[src/rtl/mc_controller.sv]
// Multicycle ARM control unit.
// A Moore FSM steps each instruction through the shared-memory datapath.
// The unit also holds the NZCV flags register and a condition bit that is
// latched once per instruction, in DECODE. Every architectural write enable
// is gated by that latched condition, so a failed instruction still walks
// its states but changes nothing. PC+4 in FETCH is the one exception.
module mc_controller (
    input  logic        clk,
    input  logic        reset,
    input  logic [19:0] Instr,
    input  logic [3:0]  ALUFlags,
    output logic        PCWrite,
    output logic        AdrSrc,
    output logic        MemWrite,
    output logic        IRWrite,
    output logic        RegWrite,
    output logic [1:0]  RegSrc,
    output logic [1:0]  ImmSrc,
    output logic        ALUSrcA,
    output logic [1:0]  ALUSrcB,
    output logic [2:0]  ALUControl,
    output logic [1:0]  ResultSrc,
    output logic [3:0]  State
);

    typedef enum logic [3:0] {
        FETCH    = 4'd0,
        DECODE   = 4'd1,
        MEMADR   = 4'd2,
        MEMREAD  = 4'd3,
        MEMWB    = 4'd4,
        MEMWRITE = 4'd5,
        EXECUTER = 4'd6,
        EXECUTEI = 4'd7,
        ALUWB    = 4'd8,
        BRANCH   = 4'd9
    } stateType;

    stateType   state;
    logic [3:0] flags;
    logic       condExReg;

    logic [3:0] cond;
    logic [1:0] op;
    logic [5:0] funct;
    logic [3:0] cmd;
    logic [3:0] rd;
    logic [3:0] unusedRn;

    logic       condHolds;
    logic [2:0] aluDec;
    logic       isCmp;
    logic [1:0] flagW;

    logic       irWrite;
    logic       regW;
    logic       memW;
    logic       branch;
    logic       fetchPc;
    logic       regWriteGated;

    assign cond     = Instr[19:16];
    assign op       = Instr[15:14];
    assign funct    = Instr[13:8];
    assign cmd      = funct[4:1];
    assign rd       = Instr[3:0];
    assign unusedRn = Instr[7:4];

    // Evaluate the condition field against the stored flags (not ALUFlags)
    always_comb begin
        condHolds = 1'b0;
        case (cond)
            4'b0000: condHolds = flags[2];
            4'b0001: condHolds = ~flags[2];
            4'b0010: condHolds = flags[1];
            4'b0011: condHolds = ~flags[1];
            4'b0100: condHolds = flags[3];
            4'b0101: condHolds = ~flags[3];
            4'b0110: condHolds = flags[0];
            4'b0111: condHolds = ~flags[0];
            4'b1000: condHolds = flags[1] & ~flags[2];
            4'b1001: condHolds = ~flags[1] | flags[2];
            4'b1010: condHolds = (flags[3] == flags[0]);
            4'b1011: condHolds = (flags[3] != flags[0]);
            4'b1100: condHolds = ~flags[2] & (flags[3] == flags[0]);
            4'b1101: condHolds = flags[2] | (flags[3] != flags[0]);
            4'b1110: condHolds = 1'b1;
            default: condHolds = 1'b0;
        endcase
    end

    // Map the data-processing cmd to an ALU operation; unknown cmds behave as ADD
    always_comb begin
        aluDec = 3'b000;
        isCmp  = 1'b0;
        case (cmd)
            4'b0100: aluDec = 3'b000;
            4'b0010: aluDec = 3'b001;
            4'b0000: aluDec = 3'b010;
            4'b1100: aluDec = 3'b011;
            4'b1010: begin
                aluDec = 3'b001;
                isCmp  = 1'b1;
            end
            default: aluDec = 3'b000;
        endcase
    end

    assign flagW[1] = funct[0] | isCmp;
    assign flagW[0] = flagW[1] & ((aluDec == 3'b000) | (aluDec == 3'b001));

    // Sequence the FSM, latch the condition in DECODE and update flags at the end of EXECUTE
    always_ff @(posedge clk) begin
        if (reset) begin
            state     <= FETCH;
            flags     <= 4'b0000;
            condExReg <= 1'b0;
        end else begin
            case (state)
                FETCH:    state <= DECODE;
                DECODE: begin
                    condExReg <= condHolds;
                    case (op)
                        2'b01:   state <= MEMADR;
                        2'b00:   state <= funct[5] ? EXECUTEI : EXECUTER;
                        2'b10:   state <= BRANCH;
                        default: state <= FETCH;
                    endcase
                end
                MEMADR:   state <= funct[0] ? MEMREAD : MEMWRITE;
                MEMREAD:  state <= MEMWB;
                MEMWB:    state <= FETCH;
                MEMWRITE: state <= FETCH;
                EXECUTER, EXECUTEI: begin
                    state <= ALUWB;
                    if (condExReg) begin
                        if (flagW[1]) flags[3:2] <= ALUFlags[3:2];
                        if (flagW[0]) flags[1:0] <= ALUFlags[1:0];
                    end
                end
                ALUWB:    state <= FETCH;
                BRANCH:   state <= FETCH;
                default:  state <= FETCH;
            endcase
        end
    end

    // Moore decode of datapath controls from the current state; raw write requests are gated below
    always_comb begin
        AdrSrc     = 1'b0;
        ALUSrcA    = 1'b0;
        ALUSrcB    = 2'b00;
        ALUControl = 3'b000;
        ResultSrc  = 2'b00;
        irWrite    = 1'b0;
        regW       = 1'b0;
        memW       = 1'b0;
        branch     = 1'b0;
        fetchPc    = 1'b0;
        case (state)
            FETCH: begin
                irWrite   = 1'b1;
                ALUSrcA   = 1'b1;
                ALUSrcB   = 2'b10;
                ResultSrc = 2'b10;
                fetchPc   = 1'b1;
            end
            DECODE: begin
                ALUSrcA   = 1'b1;
                ALUSrcB   = 2'b10;
                ResultSrc = 2'b10;
            end
            MEMADR:   ALUSrcB = 2'b01;
            MEMREAD:  AdrSrc  = 1'b1;
            MEMWB: begin
                ResultSrc = 2'b01;
                regW      = 1'b1;
            end
            MEMWRITE: begin
                AdrSrc = 1'b1;
                memW   = 1'b1;
            end
            EXECUTER: ALUControl = aluDec;
            EXECUTEI: begin
                ALUSrcB    = 2'b01;
                ALUControl = aluDec;
            end
            ALUWB:    regW = ~isCmp;
            BRANCH: begin
                ALUSrcB   = 2'b01;
                ResultSrc = 2'b10;
                branch    = 1'b1;
            end
            default: ;
        endcase
    end

    assign regWriteGated = regW & condExReg;
    assign RegWrite      = regWriteGated & ~reset;
    assign MemWrite      = memW & condExReg & ~reset;
    assign IRWrite       = irWrite & ~reset;
    assign PCWrite       = ~reset & (fetchPc | (branch & condExReg) |
                                     (regWriteGated & (rd == 4'd15)));

    assign RegSrc = {(op == 2'b01) & ~funct[0], (op == 2'b10)};
    assign ImmSrc = op;
    assign State  = state;

endmodule

[config.mk]
export PLATFORM = sky130hd
export DESIGN_NAME = mc_controller
export DESIGN_NICKNAME = d
export VERILOG_FILES = /design/src/rtl/mc_controller.sv
export SDC_FILE = /design/constraint.sdc
export NUM_CORES = 1
export LEC_CHECK = 0
export ABC_AREA = 0
export CAP_MARGIN = 15
export CORE_ASPECT_RATIO = 2
export CORE_MARGIN = 4
export CORE_UTILIZATION = 25
export DETAILED_ROUTE_END_ITERATION = 8
export GPL_TIMING_DRIVEN = 0
export PLACE_DENSITY = 0.51
export RECOVER_POWER = 100
export SLEW_MARGIN = 25
export SYNTH_ARGS = -nofsm -noshare
export SYNTH_HDL_FRONTEND = slang
export SYNTH_SLANG_ARGS = --single-unit
[constraint.sdc]
create_clock -name clk -period 3.6 [get_ports clk]
set_clock_uncertainty 0.1 [all_clocks]
set_input_delay 0.36 -clock clk [delete_from_list [all_inputs] [get_ports clk]]
set_output_delay 0.36 -clock clk [all_outputs]
set_load 0.01 [all_outputs]
# Yosys cells after proc, flatten, opt, wreduce, memory -nomap -nowiden

Cells that the tools add are included.

Flip-flop bits (word level): 9
Bits of input ports: 26

Equal/unequal tests: 32
Multiplexer cells: 16
Bitwise gates (word level): 25
Reductions and logical operators: 13

Operators by type and width:

| kind               | count |
|---|---|
| $eq 4x4->1 const B | 12 |
| $eq 4x3->1 const B | 8 |
| $eq 4x2->1 const B | 5 |
| $pmux 4 s5         | 1 |
| $pmux 1 s15        | 1 |
| $and 1x1->1        | 12 |
| $logic_not 4->1    | 3 |
| $pmux 4 s3         | 1 |
| $eq 4x1->1 const B | 2 |
| $pmux 2 s2         | 2 |
| $reduce_or 2->1    | 4 |
| $mux 1             | 7 |
| $not 1->1          | 7 |
| $mux 3             | 2 |
| $or 1x1->1         | 6 |
| $pmux 2 s3         | 1 |
| $reduce_and 3->1   | 2 |
| $reduce_or 3->1    | 2 |
| $eq 3x1->1 const B | 1 |
| $logic_not 3->1    | 1 |
| $eq 2x1->1 const B | 1 |
| $eq 2x2->1 const B | 1 |
| $logic_not 2->1    | 1 |
| $pmux 1 s2         | 1 |
| other kinds (2)    | 2 |

# Logic depth before layout (Yosys ltp)

Gate-level depths: netlist of the first run.

Word-level depth: 8
Gate-level depth with buffers: 6
Mapped depth without buffers: 4

# Worst setup path before layout of the first run

No wires, ideal clock.

Path kind: register -> output
Start point: register state[2], in the netlist State[2]
End point: output port ALUControl[1]
Arrival time: 1.362 ns
Path slack: 1.778 ns
Stages on the path, launching flop included: 5
Buffers on the path: 1
Cells stage by stage: dfxtp_1 clkbuf_1 nand2b_1 or2_2 nor3_1

Longest elaborated chain between the ends: 3

Ends and longest elaborated chain:

| item                                 | line | RTL |
|---|---|---|
| start, declared                      | 39   | `stateType state;` |
| start signal, assigned               | 125  | `2'b00: state <= funct[5] ? EXECUTEI : EXECUTER;` |
| start signal, assigned               | 130  | `MEMADR: state <= funct[0] ? MEMREAD : MEMWRITE;` |
| $eq 4x3->1                           | 160  | `case (state)` |
| $reduce_or 2->1 (no source line) (*) | n/a  |  |
| $mux 3 (*)                           | 160  |  |
| end, declared                        | 21   | `output logic [2:0] ALUControl,` |

Mark *: on every way between the ends. The rest lies on a longest branch, timed or not.

# Worst setup path in the final report of the first run

Start point: input port Instr[12]
End point: output port PCWrite

Longest elaborated chain between the ends: 8

Ends and longest elaborated chain:

| item            | line | RTL |
|---|---|---|
| start, declared | 10   | `input logic [19:0] Instr,` |
| $eq 4x4->1      | 96   | `case (cmd)` |
| $mux 1          | 96   |  |
| $not 1->1       | 188  | `ALUWB: regW = ~isCmp;` |
| $pmux 1 s2      | 160  |  |
| $and 1x1->1     | 198  | `assign regWriteGated = regW & condExReg;` |
| $and 1x1->1     | 203  | `(regWriteGated & (rd == 4'd15)));` |
| $or 1x1->1      | 202  | `assign PCWrite = ~reset & (fetchPc \| (branch & condExReg) \|` |
| $and 1x1->1     | 202  |  |
| end, declared   | 12   | `output logic PCWrite,` |

No other way between the ends.

==> results.json, run 1 <==
{
  "achievable-frequency_mhz": 344,
  "worstMarginPinSlew_ns": 0.521,
  "rsz0062_at_grt": "no",
  "synth.avg_cell_area_um2": 7.34,
  "placedCellCount": 191,
  "grt_util_met1": 0.125,
  "crit_chain": "dlygate4sd3_1 > nor4bb_1 > o21ai_0 > nand4_1 > a21oi_1 > dlygate4sd3_1",
  "dominantRegCellSynth": "dfxtp_1",
  "via_count": 1024,
  "vdd_ir_drop_max_mv": 0.187,
  "dp_hpwl_mm": 2.35,
  "crit_slowest_cell": "dlygate4sd3_1",
  "grt.overflow.total": 0,
  "cp_common_cell": "dlygate4sd3_1",
  "wire_per_inst_um": 14.7,
  "startpoint_type": "primary input",
  "post_synth_inst_count": 120,
  "finalWorstPathRequiredPeriod_ns": 2.90,
  "post_cts_resized": 0,
  "portBuffers": 39,
  "hold_buf_count_cts": 0,
  "cts_made_buffers": 3,
  "clkTransAtPathRegs_ns": 0.04,
  "grt-busiest-layer": "met2",
  "power_mw": 0.351,
  "synth-edff-count": 0,
  "critical_path_class": "in -> out",
  "leakagePower_nw": 0.560,
  "synth-seq-cells": 9,
  "initialDrtViolationCount": 13,
  "fin_setup_tns_ns": 0,
  "drt_pass1_iterations": 4,
  "timing.max_slew.rel_slack": 0.648,
  "min_period_over_period": 0.807,
  "htreeDepth": 1,
  "cts_setup_buffers": 0,
  "final-instance-count-excl-fill": 195,
  "overall_die_area_um2": 4590,
  "yosysWarnings": 0,
  "mappedNetlistNets": 146,
  "synth.cell_area_um2": 881,
  "first_global_vias": 996,
  "antennaDiodeCount": 0,
  "area_growth_syn_to_layout_pct": 54.0,
  "setup_viol": 0,
  "globalRouteMet2Util": 0.229,
  "outcome": "completed",
  "grt_util_all_layers": 0.126,
  "multi_input_comb_area_um2": 611,
  "final_max_slew_viol_count": 0,
  "commonest_non_fill_non_tap_cells_in_the_layout": "dlygate4sd3_1, clkdlybuf4s50_1, nor2_1",
  "power-per-cell-area_nw_per_um2": 259,
  "io_pins": 47,
  "synthArstFlopShare": 0,
  "start_util": 0.261,
  "die-height_um": 91.9,
  "gpl.final_weighted_congestion": 0.796,
  "cts_tree": "yes",
  "final_common_cell": "dlygate4sd3_1",
  "timing.critical_path.fanout_max": 3,
  "clock_insertion_delay_worst_skew_ns": 0.23,
  "hold_violations": 0,
  "maxCapViolations": 0,
  "global_route_wire_length_before_repair_mm": 4.60,
  "globalRouteMet3Util": 0.0211,
  "timing.critical_path.arrival_ns": 2.44,
  "route.detailed.drc": 0,
  "drive_gt1_frac": 0.0920,
  "vias_per_cell": 5.25,
  "fp-row-count": 30,
  "yosysUniqueCellTypes": 43,
  "holdCritPathClass": "in -> reg",
  "ctsRootBufferMaster": "clkbuf_8",
  "seqCellArea_um2": 180,
  "maximum_number_of_pins_on_one_net_before_global_route_repair": 11,
  "wl_mm": 2.87,
  "number_of_nets_in_the_layout": 190,
  "seq_area_frac_synth": 0.205,
  "nFillCells": 362,
  "fp.dieW_um": 50.0,
  "cp_data_required_time_ns": 3.14,
  "critical-path-max-stage-delay_ns": 0.60,
  "antenna_found_initial": 0,
  "critical_path.endpoint_type": "output pin",
  "placeableCoreArea_um2": 3380,
  "clkSinkCount": 9,
  "postRouteAntennaNets": 0,
  "clock_path_buffers": 2
}
==> cells by family (layout without fill, tap and decap cells) <==
| group | count (synthesis) | in the layout | synth area share |
|---|---|---|---|
| AOI/OAI and AO/OA | 27 | 27 | 0.206 |
| other | 1 | 1 | 0.00426 |
| muxes | 7 | 7 | 0.0810 |
| DFF | 9 | 9 | 0.205 |
| buffers and inverters | 17 | 60 | 0.102 |
| xor gates and xnor gates | 4 | 4 | 0.0398 |
| and+or+nand+nor | 55 | 55 | 0.362 |
==> power breakdown <==
group	internal [mW]	leakage [nW]	switching (mW)	total, mW
clock	0.0773	0.0228	0.0419	0.119
combinational	0.0644	0.464	0.0578	0.122
sequential	0.104	0.0732	0.00547	0.110
total	0.246	0.560	0.105	0.351
==> path summary, 6_finish.rpt <==
kind              startpoint   endpoint  slack, ns  depth (start not counted)
setup / recovery   Instr[12]    PCWrite       0.70                          6
hold / removal         reset   flags[1]       0.24                          2
setup reg to reg    State[3]  condExReg       1.93                          5
hold reg to reg     flags[1]   flags[1]       0.45                          2
==> state kept, by name, indices dropped and copies added (netlist names) <==
register / count
condExReg: 1
flags: 4
State: 4
==> cells in the mapped netlist (all sizes together), types with 3 or more instances <==
library cell,count,area (µm²)
buf,5,45.0
nor3,8,40.0
dfxtp,9,180
or2,4,25.0
nand2,7,26.3
nand2b,6,37.5
nor4bb,3,30.0
a21oi,7,35.0
o21ai,7,35.0
nor2,12,45.0
clkbuf,8,30.0
inv,4,15.0
mux2i,6,60.1
xor2,3,26.3
==> final cells by class <==
class,count,area share
multi-input combinational,94,0.450
inverter,4,0.0111
tap,32,0.0295
sequential,9,0.133
buffer,13,0.0554
timing repair buffer,39,0.288
clock buffer,4,0.0332
==> critical path: cells and delay by family <==
family,cells,cell delay (ns)
AO/OA/AOI/OAI,2,0.25
buffers and inverters,2,1.18
AND/OR/NAND/NOR,2,0.66
==> metal layers <==
metal,routed length (µm),part of all wire
met1,1050,0.37
met2,1540,0.54
met3,146,0.051
met4,130,0.045
met5,0,0
==> per-stage QoR <==
| stage | cell area [µm²] | utilization | hold WS [ns] | worst slack (ns) |
|---|---|---|---|---|
| finish | 1360 | 0.401 | 0.243 | 0.696 |
| global route | 1360 | 0.401 | 0.256 | 0.577 |
| CTS | 1360 | 0.401 | 0.241 | 0.883 |
| detailed placement | 1310 | 0.388 | 0.448 | 0.885 |
| global placement | 1310 | 0.388 | 0.447 | 0.916 |
| floorplan | 881 | - | 0.399 | 1.78 |
(Power assumes the default switching activity.)
==> inputs of run 2 (changes only) <==
- clock period: 3.6 -> 2.8 ns (I/O delays scaled with it)
==> results.json, run 2 (synthesis results as in run 1) <==
{
  "startpoint_type": "primary input",
  "wire_per_inst_um": 14.7,
  "cp.buffers_inverters": 2,
  "route.detailed.drc": 0,
  "maximum_number_of_pins_on_one_net_before_global_route_repair": 11,
  "clkTransAtPathRegs_ns": 0.04,
  "grt.overflow.total": 0,
  "fp.dieW_um": 50.0,
  "htreeDepth": 1,
  "commonest_non_fill_non_tap_cells_in_the_layout": "clkdlybuf4s50_1, dlygate4sd3_1, nor2_1",
  "critical_path_class": "in -> out",
  "clkSinkCount": 9,
  "hold_violations": 0,
  "final_common_cell": "clkdlybuf4s50_1",
  "achievable-frequency_mhz": 381,
  "wl_mm": 2.87,
  "crit_slowest_cell": "dlygate4sd3_1",
  "fin_setup_tns_ns": 0,
  "post-place-ws_ns": 0.245,
  "vias_per_cell": 5.25,
  "pwr-share-comb": 0.349,
  "drt_pass1_iterations": 4,
  "ctsRootBufferMaster": "clkbuf_8",
  "gpl.final_weighted_congestion": 0.796,
  "number_of_nets_in_the_layout": 190,
  "finalWorstPathRequiredPeriod_ns": 2.62,
  "outcome": "completed",
  "min_period_over_period": 0.937,
  "critical_path.endpoint_type": "output pin",
  "drive_gt1_frac": 0.0920,
  "via_count": 1024,
  "seqPwrFrac": 0.312,
  "timing.max_slew.rel_slack": 0.648,
  "first_global_vias": 996,
  "fin_ws_ns": 0.177,
  "antenna_found_initial": 0,
  "critical_path.top_delay_family": "buffers and inverters",
  "final_max_slew_viol_count": 0,
  "initialDrtViolationCount": 13,
  "critical-path-max-stage-delay_ns": 0.58,
  "cp_data_required_time_ns": 2.42,
  "crit_chain": "dlygate4sd3_1 > nor4bb_1 > o21ai_0 > nand4_1 > a21oi_1 > clkdlybuf4s50_1",
  "die-height_um": 91.9,
  "cts_tree": "yes",
  "holdCritPathClass": "in -> reg",
  "area_growth_syn_to_layout_pct": 54.0,
  "cts_made_buffers": 3,
  "overall_die_area_um2": 4590,
  "vdd_ir_drop_max_mv": 0.241,
  "grt_util_all_layers": 0.126,
  "cp_num_cells": 6,
  "placeableCoreArea_um2": 3380,
  "min_path_cells": 2,
  "start_util": 0.261,
  "timing.critical_path.arrival_ns": 2.24,
  "portBuffers": 39,
  "clock_insertion_delay_worst_skew_ns": 0.23,
  "cts_setup_buffers": 0,
  "hold_buf_count_cts": 0,
  "antennaDiodeCount": 0,
  "post_cts_resized": 0,
  "clock_path_buffers": 2,
  "worstMarginPinSlew_ns": 0.521,
  "leakagePower_nw": 0.551,
  "io_pins": 47,
  "maxCapViolations": 0,
  "setup_viol": 0,
  "p_sw_frac": 0.299,
  "fp-row-count": 30,
  "seqCellArea_um2": 180,
  "switchingPower_mw": 0.135,
  "power-per-cell-area_nw_per_um2": 334,
  "dp_hpwl_mm": 2.35,
  "intPower_mw": 0.317,
  "ff2ff_path_depth": 5,
  "postRouteAntennaNets": 0,
  "timing.critical_path.fanout_max": 3,
  "power.share.clock": 0.339,
  "nFillCells": 362,
  "multi_input_comb_area_um2": 611,
  "rsz0062_at_grt": "no",
  "global_route_wire_length_before_repair_mm": 4.60
}
-- run 2: cell types whose count changed in the layout (fill, tap and decap cells not counted) --
cell             before  now
clkdlybuf4s50_1      17   20
dlygate4sd3_1        22   19
-- run 2: final cells by class --
| class | instances | area share |
|---|---|---|
| multi-input cells | 94 | 0.450 |
| inverters | 4 | 0.0111 |
| plain buffers | 13 | 0.0554 |
| well taps | 32 | 0.0295 |
| flip-flops and latches | 9 | 0.133 |
| repair buffers | 39 | 0.288 |
| clock buffers | 4 | 0.0332 |
-- run 2: power by group through the flow --
stage	Clock, mW	Sequential [mW]	Combinational [mW]
2_1_floorplan	0	0.143	0.0808
3_3_place_gp	0	0.144	0.163
3_5_place_dp	0	0.144	0.165
4_1_cts	0.158	0.142	0.166
5_1_grt	0.162	0.142	0.171
6_report	0.153	0.141	0.158
-- run 2: per-layer routing --
layer	GRT usage	wire (µm)
met5	0	0
met4	0.0878	130
met3	0.0211	146
met2	0.229	1540
met1	0.125	1050
-- run 2: path summary, 6_finish.rpt --
kind                                 from         to  slack [ns]
worst max-delay path            Instr[12]    PCWrite        0.18
worst min-delay path                reset   flags[1]        0.16
worst max register to register   State[3]  condExReg        1.13
worst min register to register   flags[1]   flags[1]        0.45
-- run 2: worst reg2reg max path, cell delays in order, from the launching register on --
cell and delay (ns):
dfxtp_1 0.32, clkbuf_1 0.20, nand2b_1 0.23, o311ai_0 0.38, o41a_1 0.25, o211ai_2 0.08
-- run 2: stage by stage --
stage	instance area, µm²	power [mW]	util	hold slack [ns]	instances
after CTS	1360	0.465	0.401	0.161	195
after global routing	1360	0.475	0.401	0.176	195
final	1360	0.452	0.401	0.164	195
after detailed placement	1310	0.309	0.388	0.409	191
after global placement	1310	0.307	0.388	0.405	191
after floorplan	881	0.224	-	0.324	120
==> inputs of run 3 (changes only) <==
- CTS_BUF_LIST: default -> sky130_fd_sc_hd__clkbuf_4
==> results.json, run 3 (synthesis results as in run 1) <==
{
  "nFillCells": 363,
  "maxCapViolations": 0,
  "placedCellCount": 191,
  "leakagePower_nw": 0.547,
  "critical-path-max-stage-delay_ns": 0.58,
  "worstMarginPinSlew_ns": 0.523,
  "start_util": 0.261,
  "fp-row-count": 30,
  "outcome": "completed",
  "power_mw": 0.413,
  "final_common_cell": "clkdlybuf4s50_1",
  "startpoint_type": "primary input",
  "power-per-cell-area_nw_per_um2": 308,
  "portBuffers": 39,
  "global_route_wire_length_before_repair_mm": 4.57,
  "rsz0062_at_grt": "no",
  "post_route_worst_hold_slack_ns": 0.127,
  "drive_gt1_frac": 0.0982,
  "antennaDiodeCount": 0,
  "commonest_non_fill_non_tap_cells_in_the_layout": "clkdlybuf4s50_1, dlygate4sd3_1, nor2_1",
  "grt.overflow.total": 0,
  "overall_die_area_um2": 4590,
  "hold_violations": 0,
  "fp.dieW_um": 50.0,
  "vias_per_cell": 5.25,
  "ctsRootBufferMaster": "clkbuf_4",
  "number_of_nets_in_the_layout": 190,
  "final-instance-count-excl-fill": 195,
  "cts_setup_buffers": 0,
  "min_period_over_period": 0.939,
  "post-route-cell-area_um2": 1340,
  "area_growth_syn_to_layout_pct": 52.3,
  "clkSinkCount": 9,
  "dp_hpwl_mm": 2.35,
  "setup_viol": 0,
  "via_count": 1024,
  "crit_slowest_cell": "dlygate4sd3_1",
  "clock_insertion_delay_worst_skew_ns": 0.27,
  "vdd_ir_drop_max_mv": 0.180,
  "final_max_slew_viol_count": 0,
  "drt_pass1_iterations": 4,
  "crit_chain": "dlygate4sd3_1 > nor4bb_1 > o21ai_0 > nand4_1 > a21oi_1 > clkdlybuf4s50_1",
  "clock_path_buffers": 2,
  "hold_buf_count_cts": 0,
  "cp_data_required_time_ns": 2.42,
  "maximum_number_of_pins_on_one_net_before_global_route_repair": 11,
  "timing.critical_path.arrival_ns": 2.25,
  "holdCritPathClass": "in -> reg",
  "fin_ws_ns": 0.170,
  "post-place-ws_ns": 0.245,
  "critical_path.endpoint_type": "output pin",
  "clkTransAtPathRegs_ns": 0.06,
  "cts_tree": "yes",
  "post-route-util": 0.397,
  "timing.max_slew.rel_slack": 0.647,
  "wl_mm": 2.84,
  "placeableCoreArea_um2": 3380,
  "route.detailed.drc": 0,
  "achievable-frequency_mhz": 380,
  "fin_setup_tns_ns": 0,
  "timing.critical_path.fanout_max": 3,
  "io_pins": 47,
  "antenna_found_initial": 0,
  "post_cts_resized": 0,
  "htreeDepth": 1,
  "postRouteAntennaNets": 0,
  "die-height_um": 91.9,
  "critical_path_class": "in -> out",
  "finalWorstPathRequiredPeriod_ns": 2.63,
  "cts_made_buffers": 3,
  "grt_util_all_layers": 0.127,
  "gpl.final_weighted_congestion": 0.796,
  "detailed_place.area_um2": 1310,
  "first_global_vias": 985,
  "initialDrtViolationCount": 15,
  "wire_per_inst_um": 14.6
}
==> run 3: report_power, final <==
| group | switching (mW) | internal (mW) |
|---|---|---|
| Clock | 0.0495 | 0.0649 |
| Sequential | 0.00700 | 0.134 |
| Combinational | 0.0742 | 0.0835 |
| Total | 0.131 | 0.282 |
==> run 3: path summary, 6_finish.rpt <==
| check | slack [ns] | endpoint | cells past startpoint | from |
|---|---|---|---|---|
| worst max-delay path | 0.17 | PCWrite | 6 | Instr[12] |
| worst min-delay path | 0.13 | flags[1] | 2 | reset |
| worst max register to register | 1.13 | condExReg | 5 | State[3] |
| worst min register to register | 0.45 | flags[1] | 2 | flags[1] |
==> run 3: final cells by class <==
cell class	count	area, µm²	area share
Buffer	13	75.1	0.0560
Multi-Input combinational cell	94	611	0.455
Timing Repair Buffer	39	390	0.291
Inverter	4	15.0	0.0112
Clock buffer	4	30.0	0.0224
Sequential cell	9	180	0.134
Tap cell	32	40.0	0.0299
==> run 3: routing by layer <==
metal  GRT usage  up-vias  share of wire
met3      0.0260       11          0.052
met4      0.0878        0          0.044
li1            -      516              -
met1       0.124      467           0.37
met2       0.228       30           0.54
met5           0        -              0
==> run 3: worst max-delay path, delay by kind of cell <==
kind,cells,cell delay [ns]
AOI/OAI and AO/OA,2,0.26
buffers and inverters,2,1.05
and+or+nand+nor,2,0.66
